File: config.mk
export PLATFORM = sky130hd
export DESIGN_NAME = uart_cmd_bridge
export DESIGN_NICKNAME = d
export VERILOG_FILES = /design/src/rtl/uart_cmd_bridge.sv
export SDC_FILE = /design/constraint.sdc
export NUM_CORES = 1
export LEC_CHECK = 0
export BUFFER_PORTS_ARGS = -buffer_cell sky130_fd_sc_hd__buf_2
export CORE_AREA = 2 2 138 140
export DETAILED_ROUTE_END_ITERATION = 10
export DIE_AREA = 0 0 140 142
export GPL_ROUTABILITY_DRIVEN = 0
export PLACE_DENSITY = 0.5
export REMOVE_ABC_BUFFERS = 1
export SYNTH_ARGS = -nofsm -noshare
export SYNTH_HDL_FRONTEND = slang
export SYNTH_SLANG_ARGS = --single-unit
File: constraint.sdc
create_clock -name clk -period 5 [get_ports clk]
set_input_delay 0.5 -clock clk [delete_from_list [all_inputs] [get_ports clk]]
set_output_delay 0.5 -clock clk [all_outputs]
set_load 0.02 [all_outputs]
File: src/rtl/uart_cmd_bridge.sv
// Debug-host bridge: decodes byte-serial 'W'/'R' commands from the UART into single bus accesses
// and returns the reply bytes. Defining UART_CMD_TIMEOUT_EN adds an inter-byte timeout abort.
module uart_cmd_bridge #(
    parameter int ADDR_W      = 32,
    parameter int DATA_W      = 32,
    parameter int TIMEOUT_CYC = 1000000
) (
    input  logic              clk,
    input  logic              rst,
    input  logic              rx_rdy,
    input  logic [7:0]        rx_data,
    output logic              clr_rx_rdy,
    input  logic              tx_ready,
    input  logic              tx_done,
    output logic              trmt,
    output logic [7:0]        tx_data,
    output logic              bus_req,
    output logic              bus_we,
    output logic [ADDR_W-1:0] bus_addr,
    output logic [DATA_W-1:0] bus_wdata,
    input  logic              bus_gnt,
    input  logic              bus_rvalid,
    input  logic [DATA_W-1:0] bus_rdata,
    output logic              busy,
    output logic              cmd_err
);
    localparam int         ABYTES   = ADDR_W / 8;
    localparam int         DBYTES   = DATA_W / 8;
    localparam logic [7:0] OP_WRITE = 8'h57;
    localparam logic [7:0] OP_READ  = 8'h52;
    localparam logic [7:0] RSP_OK   = 8'h4B;
    localparam logic [7:0] RSP_BAD  = 8'h3F;

    typedef enum logic [2:0] {
        S_IDLE,
        S_ADDR,
        S_DATA,
        S_BUS_REQ,
        S_BUS_WAIT,
        S_TX_LOAD,
        S_TX_WAIT
    } state_e;

    state_e              state_q, state_d;
    logic [1:0]          cnt_q, cnt_d;
    logic [ADDR_W-1:0]   addr_q, addr_d;
    logic [DATA_W-1:0]   wdata_q, wdata_d;
    logic                we_q, we_d;
    logic [DATA_W-1:0]   reply_q, reply_d;
    logic [2:0]          rem_q, rem_d;
    logic [7:0]          tx_data_q, tx_data_d;
    logic                trmt_q, trmt_d;
    logic                clr_q, clr_d;
    logic                err_q, err_d;
    logic                rx_take;

`ifdef UART_CMD_TIMEOUT_EN
    localparam logic [7:0] RSP_TIMEOUT = 8'h54;
    localparam int         TO_W        = $clog2(TIMEOUT_CYC + 1);
    logic [TO_W-1:0]       to_q, to_d;
`else
    logic unused_timeout;
    assign unused_timeout = (TIMEOUT_CYC != 0);
`endif

    // Single-byte replies sit in the top byte of the reply shift register.
    function automatic logic [DATA_W-1:0] single_byte(input logic [7:0] b);
        return DATA_W'(b) << (DATA_W - 8);
    endfunction

    // NOTE: every *_d is given its hold value first, so no path leaves it unassigned and no latch is inferred.
    always_comb begin
        state_d   = state_q;
        cnt_d     = cnt_q;
        addr_d    = addr_q;
        wdata_d   = wdata_q;
        we_d      = we_q;
        reply_d   = reply_q;
        rem_d     = rem_q;
        tx_data_d = tx_data_q;
        trmt_d    = 1'b0;
        err_d     = 1'b0;
        // rx_rdy is still high in the cycle after a clear, so that cycle is skipped.
        rx_take   = rx_rdy && !clr_q &&
                    (state_q == S_IDLE || state_q == S_ADDR || state_q == S_DATA);
        clr_d     = rx_take;

        case (state_q)
            S_IDLE: begin
                if (rx_take) begin
                    if (rx_data == OP_WRITE || rx_data == OP_READ) begin
                        we_d    = (rx_data == OP_WRITE);
                        cnt_d   = 2'(ABYTES - 1);
                        state_d = S_ADDR;
                    end else begin
                        err_d   = 1'b1;
                        reply_d = single_byte(RSP_BAD);
                        rem_d   = 3'd1;
                        state_d = S_TX_LOAD;
                    end
                end
            end
            S_ADDR: begin
                if (rx_take) begin
                    addr_d = ADDR_W'({addr_q, rx_data});
                    if (cnt_q == 2'd0) begin
                        if (we_q) begin
                            cnt_d   = 2'(DBYTES - 1);
                            state_d = S_DATA;
                        end else begin
                            state_d = S_BUS_REQ;
                        end
                    end else begin
                        cnt_d = cnt_q - 2'd1;
                    end
                end
            end
            S_DATA: begin
                if (rx_take) begin
                    wdata_d = DATA_W'({wdata_q, rx_data});
                    if (cnt_q == 2'd0) state_d = S_BUS_REQ;
                    else               cnt_d   = cnt_q - 2'd1;
                end
            end
            S_BUS_REQ: begin
                if (bus_gnt) begin
                    if (we_q) begin
                        reply_d = single_byte(RSP_OK);
                        rem_d   = 3'd1;
                        state_d = S_TX_LOAD;
                    end else if (bus_rvalid) begin
                        reply_d = bus_rdata;
                        rem_d   = 3'(DBYTES);
                        state_d = S_TX_LOAD;
                    end else begin
                        state_d = S_BUS_WAIT;
                    end
                end
            end
            S_BUS_WAIT: begin
                if (bus_rvalid) begin
                    reply_d = bus_rdata;
                    rem_d   = 3'(DBYTES);
                    state_d = S_TX_LOAD;
                end
            end
            S_TX_LOAD: begin
                tx_data_d = reply_q[DATA_W-1 -: 8];
                if (tx_ready) begin
                    trmt_d  = 1'b1;
                    state_d = S_TX_WAIT;
                end
            end
            S_TX_WAIT: begin
                if (tx_done) begin
                    if (rem_q > 3'd1) begin
                        reply_d = reply_q << 8;
                        rem_d   = rem_q - 3'd1;
                        state_d = S_TX_LOAD;
                    end else begin
                        state_d = S_IDLE;
                    end
                end
            end
            default: state_d = S_IDLE;
        endcase

`ifdef UART_CMD_TIMEOUT_EN
        to_d = '0;
        if (state_q == S_ADDR || state_q == S_DATA) begin
            if (rx_take) begin
                to_d = '0;
            end else if (to_q == TO_W'(TIMEOUT_CYC - 1)) begin
                err_d   = 1'b1;
                reply_d = single_byte(RSP_TIMEOUT);
                rem_d   = 3'd1;
                state_d = S_TX_LOAD;
            end else begin
                to_d = to_q + TO_W'(1);
            end
        end
`endif
    end

    // NOTE: state updates use non-blocking '<=' so every flop samples pre-edge values of the others.
    always_ff @(posedge clk or posedge rst) begin
        if (rst) begin
            state_q   <= S_IDLE;
            cnt_q     <= '0;
            addr_q    <= '0;
            wdata_q   <= '0;
            we_q      <= 1'b0;
            reply_q   <= '0;
            rem_q     <= '0;
            tx_data_q <= '0;
            trmt_q    <= 1'b0;
            clr_q     <= 1'b0;
            err_q     <= 1'b0;
`ifdef UART_CMD_TIMEOUT_EN
            to_q      <= '0;
`endif
        end else begin
            state_q   <= state_d;
            cnt_q     <= cnt_d;
            addr_q    <= addr_d;
            wdata_q   <= wdata_d;
            we_q      <= we_d;
            reply_q   <= reply_d;
            rem_q     <= rem_d;
            tx_data_q <= tx_data_d;
            trmt_q    <= trmt_d;
            clr_q     <= clr_d;
            err_q     <= err_d;
`ifdef UART_CMD_TIMEOUT_EN
            to_q      <= to_d;
`endif
        end
    end

    assign clr_rx_rdy = clr_q;
    assign trmt       = trmt_q;
    assign tx_data    = tx_data_q;
    assign bus_req    = (state_q == S_BUS_REQ);
    assign bus_we     = we_q;
    assign bus_addr   = addr_q;
    assign bus_wdata  = wdata_q;
    assign busy       = (state_q != S_IDLE);
    assign cmd_err    = err_q;

endmodule
==> flow_summary.json <==
{
  "cp_cell_sequence": "clkinv_1 > a21oi_1 > a31oi_2 > nand2_1 > o22ai_1",
  "grt_use_met2_pct": 21.13,
  "viasPerCell": 4.808,
  "seq_area_mm2": 0.002903,
  "fmaxAchievable_ghz": 0.3563,
  "rsz0062_at_grt": "no",
  "clockBufferDepth": 2,
  "coreArea_mm2": 0.01846,
  "worstPathRequired_ps": 5250,
  "ir_drop_mv": 0.2656,
  "status": "finished, violations left",
  "violations": "design-rule violations",
  "dp_slack_ps": 2204,
  "htree_levels": 4,
  "seq_area_frac_synth_pct": 57.61,
  "synth_area_leaders": "dfrtp_1 58%, mux2_2 17%, o2bb2ai_1 3.5%, a22oi_1 2.5%, a21oi_1 2.0%",
  "ys.flop_type": "dfrtp_1",
  "grt_max_degree": 69,
  "fillers": 1814,
  "hold_violations": 0,
  "syn_inst": 384,
  "cts_resized": 0,
  "layout-drive-gt1-share_pct": 47.20,
  "synth_cell_types": 44,
  "synthesis.area_mm2": 0.005039,
  "reg2reg_to": "rem_q[2]$_DFFE_PP0P_",
  "wl_um": 12440,
  "syn_to_final_growth_pct": 29.50,
  "critPathMaxStageDelay_ps": 910,
  "cts_made_buffers": 17,
  "syn_area_per_cell_um2": 13.12,
  "ant_nets": 0,
  "grtUsageMet3_pct": 3.466,
  "worstPathMaxFanout": 27,
  "vias": 3611,
  "worstHoldPathType": "input pin to async pin",
  "synth_edf_count": 0,
  "ys_warn_count": 0,
  "crit_cells": 5,
  "async_reset_ff_share_pct": 100.0,
  "initial_core_util_pct": 27.30,
  "synth_seq_cells": 116,
  "ff2ff_path_depth": 5,
  "clock-sinks": 116,
  "r2r_start": "state_q[1]$_DFFE_PP0P_",
  "ctsHoldBuffers": 0,
  "drt_iter0_markers": 176,
  "antenna_found_initial": 0,
  "max_slew.worst_pin.slew_ps": 1188,
  "hpwl_um": 8436,
  "maxSlewHeadroom_pct": 20.46,
  "finalWorstSetupSlack_ps": 2193,
  "clk_latency_ps": 410,
  "worstSetupStartpoint": "state_q[1]$_DFFE_PP0P_",
  "finalSetupViolCount": 0,
  "power.total_uw": 4839,
  "clk_pin_slew_ps": 60,
  "drt_pass1_iterations": 8,
  "antennaDiodeCount": 0,
  "grt_pass1_vias": 3802,
  "critPathKind": "register to register",
  "ios": 125,
  "cp_top_family": "flip-flops",
  "finalCritPeriodShare_pct": 56.14,
  "endpoint_kind": "register",
  "drv_slew": 0,
  "tritoncts": "done",
  "p_leak_uw": 0.003005,
  "drv_cap": 0,
  "fin_skew_ps": 6.637,
  "crit_arrival_ps": 3060,
  "fin_tns_setup_ps": 0,
  "grt_pass1_wl_um": 20200,
  "min_period_ps": 2807,
  "startpoint_type": "register",
  "p_per_area_mw_per_mm2": 741.6,
  "routedWlPerCell_um": 16.56,
  "crit_end": "rem_q[2]$_DFFE_PP0P_",
  "post-cts-setup-buffer-count": 0,
  "dieArea_mm2": 0.01988,
  "groute.layer.met1.usage_pct": 16.67,
  "drc_errors": 6,
  "rrSetupSlack_ps": 2190,
  "nets": 554,
  "timing.hold.ws_ps": 263.9,
  "grt.overflow.total": 0,
  "die-width_um": 140,
  "synth_top_cell_by_area": "dfrtp_1",
  "multi_input_area_mm2": 0.001962,
  "cts-root-buf": "clkbuf_16",
  "grt_usage_pct": 12.99,
  "die-height_um": 142,
  "synth_top_area_share_pct": 57.61,
  "port_buffers": 124,
  "rows": 50,
  "grt_busiest_layer": "met2",
  "critPathSlowestCell": "dfrtp_1",
  "path_buf_inv": 1
}
[sequential cells by signal (all words and copies together) (netlist names)]
register	cells
reply_q	32
bus_addr	32
state_q	3
clr_rx_rdy	1
tx_data	8
rem_q	3
bus_we	1
cmd_err	1
trmt	1
cnt_q	2
bus_wdata	32
[per-layer routing]
metal,vias up,part of all wire (%)
li1,1664,-
met1,1826,44
met2,106,49
met3,15,4.9
met4,0,1.7
met5,-,0
[cell usage after synthesis, drive strengths merged, types with 5 or more instances]
master,n
clkbuf,9
a21oi,20
buf,18
o21ai,10
a22oi,17
nor2b,5
nor3,5
nand2b,5
o2bb2ai,20
nor2,12
inv,10
mux2,81
nand2,8
o22ai,5
dfrtp,116
a32o,8
[report_power, final]
part	switching [µW]	internal, µW
Clock	434	947
Combinational	1060	743
Sequential	317	1340
Total	1810	3030
[area by class of cell]
| cell class | count | share of cell area [%] |
|---|---|---|
| Inverter | 11 | 0.6711 |
| Tap cell | 234 | 4.487 |
| Clock inverter | 13 | 3.528 |
| Sequential cell | 116 | 44.49 |
| Clock buffer | 19 | 6.788 |
| Multi-Input combinational cell | 230 | 30.07 |
| Timing Repair Buffer | 128 | 9.971 |
[per-stage QoR]
stage	std cells	area, µm²	util [%]
finish	751	6525	35.36
global route	751	6525	35.36
CTS	751	6525	35.36
detailed placement	719	5852	31.71
global placement	719	5852	31.71
floorplan	357	4893	-
[worst min-delay path by stage]
| stage | startpoint | end | slack (ps) | cells past startpoint |
|---|---|---|---|---|
| after floorplan | reply_q[22]$_DFFE_PP0P_ | reply_q[22]$_DFFE_PP0P_ | 450 | 1 |
| after global placement | reply_q[22]$_DFFE_PP0P_ | reply_q[22]$_DFFE_PP0P_ | 470 | 1 |
| after detailed placement | reply_q[22]$_DFFE_PP0P_ | reply_q[22]$_DFFE_PP0P_ | 470 | 1 |
| after CTS | rst | reply_q[2]$_DFFE_PP0P_ | 300 | 2 |
| after global routing | bus_rdata[0] | reply_q[0]$_DFFE_PP0P_ | 320 | 2 |
| final | rst | reply_q[2]$_DFFE_PP0P_ | 260 | 2 |
[cells by family (layout without fill, tap and decap cells)]
kind of cell    count (synthesis)  after routing  synth area share, %
fa+ha+maj                       3              3               0.7451
buf+inv                        38            171                3.700
flops                         116            116                57.61
mux                            83             83                18.50
simple gates                   50             50                5.835
compound gates                 93             93                13.43
xor+xnor                        1              1               0.1739
[cell usage in the layout (no fill, tap or decap), types with 4 or more instances in the layout]
cell / count
nor2b_1: 4
o22ai_1: 5
mux2_1: 5
o2bb2ai_1: 20
a22oi_1: 17
buf_4: 4
nor2_1: 12
buf_2: 124
a32o_1: 8
nand2b_1: 5
dfrtp_1: 116
inv_1: 9
nor3_1: 5
nand2_1: 8
mux2_2: 76
o21ai_0: 10
clkbuf_16: 17
bufinv_16: 6
a21oi_1: 20
(Power assumes the default switching activity.)
